File: config.mk
export PLATFORM = sky130hd
export DESIGN_NAME = access_sampler_flat
export DESIGN_NICKNAME = d
export VERILOG_FILES = /design/src/rtl/access_sampler_if.sv /design/src/rtl/access_sampler.sv /design/src/flat_wrapper.sv
export SDC_FILE = /design/constraint.sdc
export NUM_CORES = 1
export LEC_CHECK = 0
export ABC_AREA = 0
export CAP_MARGIN = 20
export CORE_ASPECT_RATIO = 2
export CORE_MARGIN = 2
export CORE_UTILIZATION = 50
export CTS_CLUSTER_SIZE = 28
export DETAILED_ROUTE_END_ITERATION = 16
export GPL_ROUTABILITY_DRIVEN = 0
export PLACE_DENSITY = 0.74
export SYNTH_ARGS = -nofsm -noshare
export SYNTH_HDL_FRONTEND = slang
export SYNTH_SLANG_ARGS = --single-unit
File: constraint.sdc
create_clock -name clk_i -period 4.05 [get_ports clk_i]
set_clock_uncertainty 0.2 [all_clocks]
set_input_delay 0.405 -clock clk_i [delete_from_list [all_inputs] [get_ports clk_i]]
set_output_delay 0.405 -clock clk_i [all_outputs]
set_load 0.05 [all_outputs]
File: src/rtl/access_sampler_if.sv
// ---------------------------------------------------------------------------
// access_sampler_if
// Push-side link between the access sampler and the profiler sample FIFO.
//   push : one-cycle push strobe (sampler -> FIFO)
//   data : {write bit, page number} of the sample (sampler -> FIFO)
//   full : FIFO cannot accept a push this cycle (FIFO -> sampler)
// The master modport is the sampler side; the slave modport is the FIFO side.
// ---------------------------------------------------------------------------
interface access_sampler_if #(
    parameter int DATA_W = 41
);
    logic              push;
    logic [DATA_W-1:0] data;
    logic              full;

    modport master (output push, output data, input full);
    modport slave  (input push, input data, output full);
endinterface

File: src/rtl/access_sampler.sv
// ---------------------------------------------------------------------------
// access_sampler
// Feeds the profiler sample FIFO from the CXL request monitor's raw access
// stream. That stream has no backpressure. The sampler keeps 1 of every
// (rate_i+1) accesses and converts each kept access to a page number. It drops
// back-to-back repeats of the last pushed page, then pushes the survivors.
// Three saturating counters report what happened to each kept access.
//
// Ports
//   clk_i, rst_ni     clock, asynchronous active-low reset
//   flush_i           synchronous clear of pipeline, sample counter, dedup, stats
//   en_i              sampling enable (in-flight sample still completes when low)
//   rate_i            keep 1 of rate_i+1 accesses
//   acc_valid_i       access observed this cycle
//   acc_addr_i        byte address of the access
//   acc_write_i       1 = write, 0 = read
//   fifo              push/data/full link to the sample FIFO (master side)
//   sampled_cnt_o     samples pushed
//   dup_cnt_o         kept accesses dropped as a repeat of the last pushed page
//   drop_cnt_o        kept accesses dropped because the FIFO was full
// ---------------------------------------------------------------------------
module access_sampler #(
    parameter int ADDR_WIDTH = 52,
    parameter int PAGE_SHIFT = 12,
    parameter int RATE_WIDTH = 16,
    parameter int CNT_WIDTH  = 32
) (
    input  logic                  clk_i,
    input  logic                  rst_ni,
    input  logic                  flush_i,
    input  logic                  en_i,
    input  logic [RATE_WIDTH-1:0] rate_i,
    input  logic                  acc_valid_i,
    input  logic [ADDR_WIDTH-1:0] acc_addr_i,
    input  logic                  acc_write_i,
    access_sampler_if.master      fifo,
    output logic [CNT_WIDTH-1:0]  sampled_cnt_o,
    output logic [CNT_WIDTH-1:0]  dup_cnt_o,
    output logic [CNT_WIDTH-1:0]  drop_cnt_o
);

    localparam int PAGE_W = ADDR_WIDTH - PAGE_SHIFT;

    localparam logic [RATE_WIDTH-1:0] RATE_ONE = {{(RATE_WIDTH-1){1'b0}}, 1'b1};
    localparam logic [CNT_WIDTH-1:0]  CNT_ONE  = {{(CNT_WIDTH-1){1'b0}}, 1'b1};

    // Stage-1 sample register, sampling counter and dedup state
    logic                  r_s1_valid;
    logic [PAGE_W-1:0]     r_s1_page;
    logic                  r_s1_wr;
    logic [RATE_WIDTH-1:0] r_samp_cnt;
    logic                  r_last_valid;
    logic [PAGE_W-1:0]     r_last_page;
    logic [CNT_WIDTH-1:0]  r_sampled;
    logic [CNT_WIDTH-1:0]  r_dup;
    logic [CNT_WIDTH-1:0]  r_drop;

    logic              w_take;
    logic              w_hit;
    logic [PAGE_W-1:0] w_page;
    logic              w_dup;
    logic              w_push;
    logic              w_full_drop;
    logic              w_unused_offset;

    // ---------------- stage 0: decimation ----------------
    assign w_page          = acc_addr_i[ADDR_WIDTH-1:PAGE_SHIFT];
    assign w_unused_offset = ^acc_addr_i[PAGE_SHIFT-1:0];
    assign w_take          = acc_valid_i & en_i & ~flush_i;
    // >= rather than == so that lowering rate_i mid-run fires on the next access
    // instead of waiting for the counter to wrap.
    assign w_hit           = (r_samp_cnt >= rate_i);

    // ---------------- stage 1: dedup and push ----------------
    // The write bit does not take part in dedup: only the page number is compared.
    assign w_dup       = r_last_valid & (r_s1_page == r_last_page);
    // flush_i also blocks the push, so no sample reaches a FIFO that is being flushed.
    assign w_push      = r_s1_valid & ~w_dup & ~fifo.full & ~flush_i;
    assign w_full_drop = r_s1_valid & ~w_dup & fifo.full;

    assign fifo.push     = w_push;
    assign fifo.data     = {r_s1_wr, r_s1_page};
    assign sampled_cnt_o = r_sampled;
    assign dup_cnt_o     = r_dup;
    assign drop_cnt_o    = r_drop;

    always_ff @(posedge clk_i or negedge rst_ni) begin
        if (!rst_ni) begin
            r_s1_valid   <= 1'b0;
            r_s1_page    <= '0;
            r_s1_wr      <= 1'b0;
            r_samp_cnt   <= '0;
            r_last_valid <= 1'b0;
            r_last_page  <= '0;
            r_sampled    <= '0;
            r_dup        <= '0;
            r_drop       <= '0;
        end else if (flush_i) begin
            // The arriving access is discarded. last_page may stay stale because
            // last_valid is cleared.
            r_s1_valid   <= 1'b0;
            r_samp_cnt   <= '0;
            r_last_valid <= 1'b0;
            r_sampled    <= '0;
            r_dup        <= '0;
            r_drop       <= '0;
        end else begin
            if (w_take) begin
                r_samp_cnt <= w_hit ? '0 : r_samp_cnt + RATE_ONE;
                r_s1_valid <= w_hit;
                r_s1_page  <= w_page;
                r_s1_wr    <= acc_write_i;
            end else begin
                r_s1_valid <= 1'b0;
            end

            // Only a real push moves the dedup reference. Drops leave it unchanged.
            if (w_push) begin
                r_last_valid <= 1'b1;
                r_last_page  <= r_s1_page;
            end

            // At most one of these fires per stage-1 sample. A dup takes priority
            // over a full drop.
            if (w_push && r_sampled != '1)
                r_sampled <= r_sampled + CNT_ONE;
            if (r_s1_valid && w_dup && r_dup != '1)
                r_dup <= r_dup + CNT_ONE;
            if (w_full_drop && r_drop != '1)
                r_drop <= r_drop + CNT_ONE;
        end
    end

endmodule

File: src/flat_wrapper.sv
// flat-port wrapper written by rule: the top's interface ports become plain ports
module access_sampler_flat 
#(
    parameter int ADDR_WIDTH = 52,
    parameter int PAGE_SHIFT = 12,
    parameter int RATE_WIDTH = 16,
    parameter int CNT_WIDTH  = 32
)
  (clk_i, rst_ni, flush_i, en_i, rate_i, acc_valid_i, acc_addr_i, acc_write_i, sampled_cnt_o, dup_cnt_o, drop_cnt_o, fifo_push, fifo_data, fifo_full);
  access_sampler_if #(.DATA_W(((52) - (12) + 1))) fifo_i ();
  input  logic clk_i;
  input  logic rst_ni;
  input  logic flush_i;
  input  logic en_i;
  input  logic [RATE_WIDTH-1:0] rate_i;
  input  logic acc_valid_i;
  input  logic [ADDR_WIDTH-1:0] acc_addr_i;
  input  logic acc_write_i;
  output logic [CNT_WIDTH-1:0] sampled_cnt_o;
  output logic [CNT_WIDTH-1:0] dup_cnt_o;
  output logic [CNT_WIDTH-1:0] drop_cnt_o;
  output wire logic [$bits(fifo_i.push)-1:0] fifo_push;
  output wire logic [$bits(fifo_i.data)-1:0] fifo_data;
  input wire logic [$bits(fifo_i.full)-1:0] fifo_full;
  assign fifo_push = fifo_i.push;
  assign fifo_data = fifo_i.data;
  assign fifo_i.full = fifo_full;
  access_sampler #(.ADDR_WIDTH(ADDR_WIDTH), .PAGE_SHIFT(PAGE_SHIFT), .RATE_WIDTH(RATE_WIDTH), .CNT_WIDTH(CNT_WIDTH)) u_core (.clk_i(clk_i), .rst_ni(rst_ni), .flush_i(flush_i), .en_i(en_i), .rate_i(rate_i), .acc_valid_i(acc_valid_i), .acc_addr_i(acc_addr_i), .acc_write_i(acc_write_i), .fifo(fifo_i), .sampled_cnt_o(sampled_cnt_o), .dup_cnt_o(dup_cnt_o), .drop_cnt_o(drop_cnt_o));
endmodule
==> results of run 1 <==
flip-flops by register name, indices dropped and copies added, names as in the netlist:
signal and flops:
u_core.drop_cnt_o 32, u_core.dup_cnt_o 32, u_core.r_last_page 40, u_core.r_last_valid 1, u_core.r_s1_page 40, u_core.r_s1_valid 1, u_core.r_s1_wr 1, u_core.r_samp_cnt 16
u_core.sampled_cnt_o 32
cell usage after synthesis (6+ instances only):
library cell,number
a21o_1,6
a21oi_1,30
and2_1,10
and3_1,22
and4_1,6
buf_2,8
clkbuf_1,35
dfrtp_1,195
ha_1,20
inv_1,39
mux2_2,94
nand2_1,67
nand2b_1,6
nand3_1,41
nand4_1,35
nor2_1,91
nor2b_1,16
nor3_1,25
nor4_1,34
o2111ai_1,8
o21ai_0,19
o31ai_1,11
o41ai_1,6
or2_2,7
or3_1,12
or4_1,20
xnor2_1,37
xor2_1,45
worst max-delay path, stage by stage (launching register included):
cell and delay, ns:
dfrtp_1 0.41, xor2_1 0.17, nor4_2 0.31, nand4_1 0.33, o41ai_4 0.44, or3_2 0.43
inv_1 0.08, buf_4 0.20
cell type report:
class,count,area share
clock buffers,22,0.0356
clock inverters,10,0.00940
inverters,39,0.0112
multi-input cells,711,0.378
flip-flops and latches,195,0.374
well taps,262,0.0251
repair buffers,220,0.166
cell families (layout without fill, tap and decap cells):
kind of cell / count (synthesis) / after routing / synth area share
fa+ha+maj: 20 / 20 / 0.0247
xor+xnor: 82 / 82 / 0.0708
flops: 195 / 195 / 0.481
mux: 98 / 98 / 0.108
simple gates: 401 / 401 / 0.208
compound gates: 110 / 110 / 0.0736
buf+inv: 86 / 291 / 0.0339
power by group:
group / total (mW) / internal, mW / leakage, nW / switching (mW)
clock: 1.70 / 0.951 / 0.289 / 0.750
combinational: 0.761 / 0.295 / 2.67 / 0.466
sequential: 2.12 / 2.03 / 2.64 / 0.0980
layout by cell type (no fill, tap or decap), types with 3 or more instances in the layout:
master	instances
a21oi_1	30
and2_1	10
clkdlybuf4s50_1	197
a31oi_1	3
nand2b_1	6
ha_1	20
o311ai_0	4
nor4_1	34
clkbuf_1	3
o21ai_0	19
inv_6	3
clkinv_4	3
nor2b_1	16
mux2_2	94
xnor2_1	37
o211ai_1	5
a31o_2	4
nor4_2	3
o31ai_1	11
nand4_1	35
or3_1	11
a21o_1	6
nand2_1	67
xor2_1	45
inv_1	39
clkbuf_8	3
nand3_1	40
nor3_1	25
nor2_1	91
and4_1	6
or4_1	20
dfrtp_1	195
or2_2	7
and3_1	22
mux2i_1	4
o41ai_1	6
o2111ai_1	8
clkbuf_16	17
buf_4	20
metal layers:
metal / global-route usage / vias up / share of wire
li1: - / 3953 / -
met1: 0.267 / 4160 / 0.37
met2: 0.457 / 250 / 0.55
met3: 0.0456 / 64 / 0.042
met4: 0.119 / 0 / 0.037
met5: 0 / - / 0
final timing paths:
path,startpoint,endpoint
max,u_core.r_s1_page[24]$_DFFE_PN0P_,fifo_push
min,flush_i,u_core.dup_cnt_o[1]$_DFFE_PN0P_
max in group asynchronous,rst_ni,u_core.drop_cnt_o[30]$_DFFE_PN0P_
max reg2reg,u_core.r_s1_page[24]$_DFFE_PN0P_,u_core.dup_cnt_o[19]$_DFFE_PN0P_
min reg2reg,u_core.r_last_page[19]$_DFFE_PN0P_,u_core.r_last_page[19]$_DFFE_PN0P_
min in group asynchronous,rst_ni,u_core.r_samp_cnt[8]$_DFFE_PN0P_
per-stage QoR:
stage / area [um2] / worst slack (ns) / cells / util / hold WS [ns]
final: 13000 / 0.640 / 1459 / 0.655 / 0.189
after global routing: 13000 / 0.386 / 1459 / 0.655 / 0.197
after CTS: 13000 / 0.551 / 1459 / 0.655 / 0.173
after detailed placement: 12400 / 0.577 / 1426 / 0.625 / 0.296
after global placement: 12400 / 0.648 / 1426 / 0.625 / 0.286
after floorplan: 10100 / 0.779 / 992 / - / -0.0906
==> run_results.csv, run 1 <==
group,metric,value,unit
outcome,outcome,"completed",
power,p_leak,5.60,nW
hold_path,hold_path.class,"input port to flop",
floorplan,die_x,105,um
floorplan,std_cell_rows,73,
sta,timing.setup.tns,0,ns
global_route,track_usage,0.246,
critical_path,crit_type,"flop to output pin",
floorplan,core_area,19900,um2
hold_path,holdPathStages,2,
floorplan,start_util,0.509,
clock_network,clockRootBuffer,"clkbuf_16",
finish,fillerInstances,1691,
clock_network,numCtsBuffers,17,
finish,areaGrowthSynthToFinish,28.6,%
sta,post-route-period-util,0.842,
finish,layout-drive-gt1-share,0.136,
sta,finalHoldViolCount,0,
critical_path,rrSetupSlack,0.68,ns
power,total_power,4.59,mW
finish,multi_input_area,4940,um2
critical_path,arrival,2.80,ns
critical_path,worstSetupEndpointType,"output pin",
yosys,synth_seq_cells,195,
yosys,syn_area,10100,um2
detailed_routing,ant_nets,0,
yosys,yosys_most_used_dff,"dfrtp_1",
yosys,synth_warnings,0,
global_route,grt_antenna_before_repair,0,
sta,fin_crit,3.41,ns
power,cellPowerDensity,352,nW/um2
detailed_routing,dr.pass1.iters,5,
yosys,synth_seq_area_share,0.481,
clock_network,clkTransAtPathRegs,0.07,ns
sta,worst_pin_slew,0.930,ns
critical_path,cp.required,3.44,ns
yosys,async_flop_share,1.00,
clock_network,cts_sinks,195,
floorplan,ioPinCount,213,
sta,rsz0062_at_grt,"false",
critical_path,path_max_fanout,17,
detailed_routing,route.detailed.drc,0,
clock_network,clock_latency,0.44,ns
yosys,syn_nets,1087,
global_route,grt_pass1_wl,42400,um
clock_network,htree_levels,4,
clock_network,postCtsSetupBuffers,0,
yosys,yosys.area.top_type,"dfrtp_1",
sta,max_freq,293,MHz
clock_network,cts_tree,"done",
global_route,grt_max_degree,103,
detailed_routing,avgRoutedWirePerCell,17.5,um
floorplan,die_h,205,um
yosys,yosys-top-cells-area,"dfrtp_1 (48%), mux2_2 (10%), xor2_1 (3.9%), nor2_1 (3.4%), xnor2_1 (3.2%)",
clock_network,clockBufferDepth,2,
detailed_routing,first_iter_violations,383,
finish,ff_latch_area,4880,um2
yosys,yosysUniqueCellTypes,53,
sta,maxSlewHeadroom,0.375,
power,ir_drop,0.000392,V
detailed_routing,finalWirelength,25500,um
finish,fin_nets,1279,
job,drv_cap,0,
detailed_routing,viasPerCell,5.78,
floorplan,die_area,21500,um2
yosys,syn_inst,992,
critical_path,start_kind,"flop",
clock_network,cts_hold_buffers,1,
detailed_routing,vias,8427,
sta,setup_violations,0,
yosys,synth_top_area_share,0.481,
global_route,grt_pass1_vias,8683,
critical_path,reg2regPathDepth,7,
yosys,synth_edf_count,0,
clock_network,cts_resized,0,
sta,drv_slew,0,
finish,diodes,0,
yosys,syn_avg_cell_area,10.2,um2
place,io_buffers,200,
place,dpl.hpwl,18500,um
global_route,grt-ovfl-total,0,
No activity file was read; power rests on OpenSTA's default activity.
==> run 2, diff against run 1 <==
Settings changed: CORE_UTILIZATION 50 to 47, PLACE_DENSITY 0.74 to 0.73.
Clock period 4.05 ns to 2.9 ns, I/O delays scaled along.
==> run 2 against run 1 <==
Net effect: the run now ends with setup timing left; cell area rose by 5.8%; sequential cell count stayed put; non-clock buffer count up 71; setup slack lost 0.84 ns; global-route usage shrank 0.19 points; first-iteration DRC count shrank 9.9%; sequential power increased by 39%; sequential share of layout area is 1.6 points lower; critical endpoint unchanged.
==> run_results.csv, run 2 (synthesis results as in run 1) <==
group,metric,value,unit
outcome,outcome,"finished, violations left",
outcome,violations,"setup timing",
critical_path,path_max_fanout,13,
sta,maxSlewHeadroom,0.566,
place,dpl.hpwl,19900,um
global_route,grt_pass1_vias,8926,
sta,worst_slack,-0.204,ns
detailed_routing,finalWirelength,27100,um
finish,reg_top3,"u_core.r_last_page: 40 flops, u_core.r_s1_page: 40 flops",
detailed_routing,route.detailed.drc,0,
critical_path,slowest_delay,0.39,ns
detailed_routing,viasPerCell,5.58,
global_route,grt_max_degree,68,
sta,post-route-period-util,1.07,
place,dp_worst_setup_slack,-0.113,ns
power,total_power,6.52,mW
sta,worst_pin_slew,0.651,ns
clock_network,htree_levels,4,
clock_network,clockRootBuffer,"clkbuf_16",
global_route,grt_pass1_wl,44000,um
sta,hold_slack,0.0216,ns
finish,diodes,0,
sta,finalHoldViolCount,0,
floorplan,std_cell_rows,76,
place,placed_cell_area,13100,um2
clock_network,cts_sinks,195,
global_route,grt-ovfl-total,0,
power,ir_drop,0.000451,V
detailed_routing,first_iter_violations,345,
hold_path,min_from,"flush_i",
global_route,track_usage,0.244,
power,p_leak,5.93,nW
global_route,grt_antenna_before_repair,0,
sta,fin_crit,3.10,ns
sta,setup_violations,5,
global_route,grt.busiest_layer,"met2",
place,io_buffers,200,
finish,mostFrequentLayoutCell,"clkdlybuf4s50_1",
job,drv_cap,0,
floorplan,die_x,108,um
global_route,use_met2,0.469,
sta,timing.setup.tns,-0.239,ns
power,cellPowerDensity,473,nW/um2
floorplan,ioPinCount,213,
finish,final_cell_mix,"clkdlybuf4s50_1 (197), dfrtp_1 (151), mux2_2 (94)",
floorplan,core_area,21400,um2
clock_network,clkTransAtPathRegs,0.08,ns
critical_path,cpMaxStageDelayCell,"dfrtp_1",
detailed_routing,avgRoutedWirePerCell,17.6,um
global_route,grtUsageMet1,0.259,
detailed_routing,ant_nets,0,
detailed_routing,dr.pass1.iters,4,
critical_path,cp_common_cell,"buf_6",
critical_path,arrival,2.61,ns
critical_path,start_kind,"flop",
hold_path,hold_path.class,"input port to flop",
clock_network,clock_latency,0.44,ns
floorplan,start_util,0.474,
detailed_routing,vias,8599,
sta,max_freq,322,MHz
finish,fin_area,13800,um2
sta,rsz0062_at_grt,"true",
global_route,use_met3,0.0360,
critical_path,crit_type,"flop to output pin",
critical_path,cp.required,2.41,ns
critical_path,r2r-start,"u_core.r_last_page[2]$_DFFE_PN0P_",
finish,fin_nets,1350,
critical_path,path_cells,"xor2_1 -> nor4_2 -> nand3_1 -> buf_6 -> o41ai_4 -> or3_4 -> buf_12 -> clkinvlp_4 -> buf_6",
floorplan,die_h,212,um
clock_network,clockBufferDepth,2,
finish,layout-drive-gt1-share,0.232,
clock_network,cts_tree,"done",
critical_path,worstSetupEndpointType,"output pin",
critical_path,cp-startpoint,"u_core.r_last_page[34]$_DFFE_PN0P_",
floorplan,die_area,22800,um2
finish,areaGrowthSynthToFinish,36.0,%
clock_network,numCtsBuffers,17,
sta,drv_slew,0,
-- run 2: worst paths after layout --
check	end	slack, ns	cells after the start
max reg2reg	u_core.dup_cnt_o[10]$_DFFE_PN0P_	-0.02	10
min in group asynchronous	u_core.r_samp_cnt[8]$_DFFE_PN0P_	0.22	2
min	u_core.dup_cnt_o[9]$_DFFE_PN0P_	0.02	2
max in group asynchronous	u_core.r_s1_page[1]$_DFFE_PN0P_	1.55	3
max	fifo_push	-0.20	9
min reg2reg	u_core.r_last_page[15]$_DFFE_PN0P_	0.31	1
-- run 2: repair_timing --
action | 4_1_cts | 5_1_grt
gates resized for setup | 7 | 15
setup buffers | 1 | 1
endpoints found under the setup margin | 15 | 61
pin swaps | 2 | 3
hold buffers | 1 | 0
cloned | 0 | 1
endpoints found under the hold margin | 61 | 0
-- run 2: worst max-delay path, delay by kind of cell (launching register included) --
family | cells | cell delay, ns
buf+inv | 4 | 0.55
compound gates | 1 | 0.35
xor+xnor | 1 | 0.17
simple gates | 3 | 0.71
flops | 1 | 0.39
-- run 2: cell type report --
| cell class | count | area [um2] |
|---|---|---|
| fillers | 1777 | 7600 |
| inverters | 39 | 150 |
| well taps | 273 | 342 |
| flip-flops and latches | 195 | 4930 |
| clock buffers | 19 | 443 |
| repair buffers | 291 | 2790 |
| multi-input cells | 711 | 5010 |
| clock inverters | 13 | 136 |
-- run 2: metrics by stage --
stage / utilization / cells
after floorplan: - / 992
after global placement: 0.612 / 1505
after detailed placement: 0.612 / 1505
final: 0.645 / 1541
after CTS: 0.641 / 1539
after global routing: 0.645 / 1541
-- run 2: routing by layer --
layer / routed length, um / vias to the layer above
li1: - / 4077
met1: 9820 / 4243
met4: 810 / 0
met5: 0 / -
met3: 868 / 56
met2: 15600 / 223
-- run 2: power breakdown --
part / total (mW) / switching, mW / internal [mW] / leakage (nW)
clock: 2.35 / 1.11 / 1.24 / 0.281
combinational: 1.22 / 0.717 / 0.504 / 3.07
sequential: 2.94 / 0.0991 / 2.85 / 2.58
total: 6.52 / 1.93 / 4.59 / 5.93
==> run 3, diff against run 2 <==
Settings changed: REMOVE_ABC_BUFFERS from default to 1.
==> run 3 against run 2 <==
Net effect: combinational power grew 7%; critical path type unchanged; the flow still finishes with violations (setup timing); count of clock-buffer cells in the layout is 1 higher; die area unchanged; core utilization grew 1.2 points; critical endpoint unchanged; first-iteration DRC count rose by 15%; cell area is 1.9% higher.
==> run_results.csv, run 3 (synthesis results as in run 1) <==
group,metric,value,unit
clock_network,clockRootBuffer,"clkbuf_16",
critical_path,rrSetupSlack,-0.11,ns
finish,fin_nets,1375,
sta,worst_slack,-0.136,ns
detailed_routing,finalWirelength,28400,um
finish,diodes,0,
floorplan,die_area,22800,um2
floorplan,ioPinCount,213,
global_route,grt_antenna_before_repair,0,
detailed_routing,dr.pass1.iters,4,
floorplan,start_util,0.474,
job,drv_cap,0,
clock_network,cts_tree,"done",
critical_path,start_kind,"flop",
global_route,grt-ovfl-total,0,
critical_path,cp.required,2.41,ns
finish,layout-drive-gt1-share,0.217,
place,io_buffers,200,
sta,post-route-period-util,1.05,
detailed_routing,vias,8822,
detailed_routing,route.detailed.drc,0,
finish,mostFrequentLayoutCell,"clkdlybuf4s50_1",
clock_network,clockBufferDepth,2,
critical_path,r2r-start,"u_core.r_s1_page[2]$_DFFE_PN0P_",
power,p_leak,6.15,nW
global_route,grt_pass1_wl,45300,um
critical_path,worstSetupEndpointType,"output pin",
power,total_power,6.57,mW
global_route,grt_pass1_vias,9153,
finish,fin_area,14100,um2
sta,maxSlewHeadroom,0.562,
clock_network,numCtsBuffers,17,
global_route,grt_max_degree,83,
floorplan,die_h,212,um
critical_path,crit_type,"flop to output pin",
outcome,violations,"setup timing",
global_route,track_usage,0.255,
hold_path,whs_endpoint,"u_core.drop_cnt_o[10]$_DFFE_PN0P_",
place,placed_cell_area,13200,um2
clock_network,cts_sinks,195,
critical_path,r2r-end,"u_core.dup_cnt_o[28]$_DFFE_PN0P_",
finish,areaGrowthSynthToFinish,38.6,%
detailed_routing,viasPerCell,5.64,
critical_path,path_max_fanout,2,
sta,timing.setup.tns,-1.01,ns
hold_path,hold_path.class,"input port to flop",
critical_path,arrival,2.55,ns
detailed_routing,first_iter_violations,398,
detailed_routing,ant_nets,0,
critical_path,reg2regPathDepth,9,
clock_network,clkTransAtPathRegs,0.07,ns
sta,worst_pin_slew,0.657,ns
sta,rsz0062_at_grt,"true",
finish,final_cell_mix,"clkdlybuf4s50_1 (197), dfrtp_1 (194), buf_4 (99)",
hold_path,holdPathStages,3,
hold_path,min_from,"flush_i",
place,dpl.hpwl,20600,um
sta,drv_slew,0,
power,cellPowerDensity,467,nW/um2
outcome,outcome,"finished, violations left",
sta,max_freq,329,MHz
sta,finalHoldViolCount,0,
sta,setup_violations,28,
floorplan,std_cell_rows,76,
floorplan,core_area,21400,um2
power,ir_drop,0.000385,V
finish,reg_top3,"u_core.r_last_page: 40 flops, u_core.r_s1_page: 40 flops",
floorplan,die_x,108,um
clock_network,htree_levels,4,
detailed_routing,avgRoutedWirePerCell,18.2,um
finish,fillerInstances,1728,
sta,fin_crit,3.04,ns
clock_network,clock_latency,0.44,ns
run 3: changes by cell type in the layout (fill, tap and decap cells not counted), moves of 2 or more:
cell / change
nand2b_4: +2
inv_6: -2
nand3_1: -2
nor3_2: +2
dfrtp_1: +43
nor4_2: -2
nand2b_1: -2
buf_4: +18
dfrtp_2: -43
buf_8: +2
buf_16: +2
run 3: timing repair:
| item | CTS | global route |
|---|---|---|
| gates cloned | 2 | 2 |
| hold buffers | 1 | 0 |
| setup buffers | 5 | 4 |
| gates resized for setup | 18 | 22 |
| hold endpoints to repair | 72 | 0 |
| endpoints found under the setup margin | 109 | 79 |
| pin swaps | 7 | 11 |
run 3: cell type report:
type / instances / area [um2] / area share
Clock inverter: 11 / 119 / 0.00845
Multi-Input combinational cell: 711 / 5050 / 0.359
Tap cell: 273 / 342 / 0.0243
Sequential cell: 195 / 4880 / 0.347
Clock buffer: 20 / 457 / 0.0325
Inverter: 39 / 149 / 0.0106
Timing Repair Buffer: 316 / 3060 / 0.218
run 3: how the worst max path moves through the flow:
stage / start / to / cells after the start
floorplan: u_core.r_s1_page[27]$_DFFE_PN0P_ / fifo_push / 6
global placement: u_core.r_last_page[2]$_DFFE_PN0P_ / u_core.dup_cnt_o[16]$_DFFE_PN0P_ / 8
detailed placement: u_core.r_last_page[2]$_DFFE_PN0P_ / u_core.dup_cnt_o[28]$_DFFE_PN0P_ / 8
CTS: u_core.r_s1_page[4]$_DFFE_PN0P_ / fifo_push / 10
global route: u_core.r_s1_page[2]$_DFFE_PN0P_ / fifo_push / 10
finish: u_core.r_s1_page[2]$_DFFE_PN0P_ / fifo_push / 10
run 3: per-layer routing:
layer / global-route usage / vias up / routed length (um)
met5: 0 / - / 0
met4: 0.115 / 0 / 1010
met3: 0.0490 / 57 / 962
met2: 0.490 / 236 / 16500
met1: 0.256 / 4379 / 9950
li1: - / 4150 / -
run 3: critical path, cell delays in order (launching register included):
cell,delay (ns)
dfrtp_1,0.39
xor2_1,0.17
nor4_2,0.31
nand4_1,0.11
buf_4,0.17
buf_6,0.12
o41ai_4,0.35
or3_4,0.19
buf_12,0.11
inv_4,0.03
buf_8,0.14
run 3: stage by stage:
stage                     hold slack (ns)  setup WS, ns  utilization  cells
final                               0.192        -0.136        0.657   1565
after global routing                0.189        -0.258        0.657   1565
after CTS                           0.176        -0.155        0.650   1561
after detailed placement            0.178        -0.340        0.615   1522
after global placement              0.178        -0.229        0.615   1522
after floorplan                    -0.206         -2.20            -    945
run 3: where the power goes:
group	switching, mW	total (mW)	internal, mW
clock network	1.10	2.35	1.25
registers	0.0869	2.92	2.83
logic	0.753	1.30	0.545
total	1.94	6.57	4.63
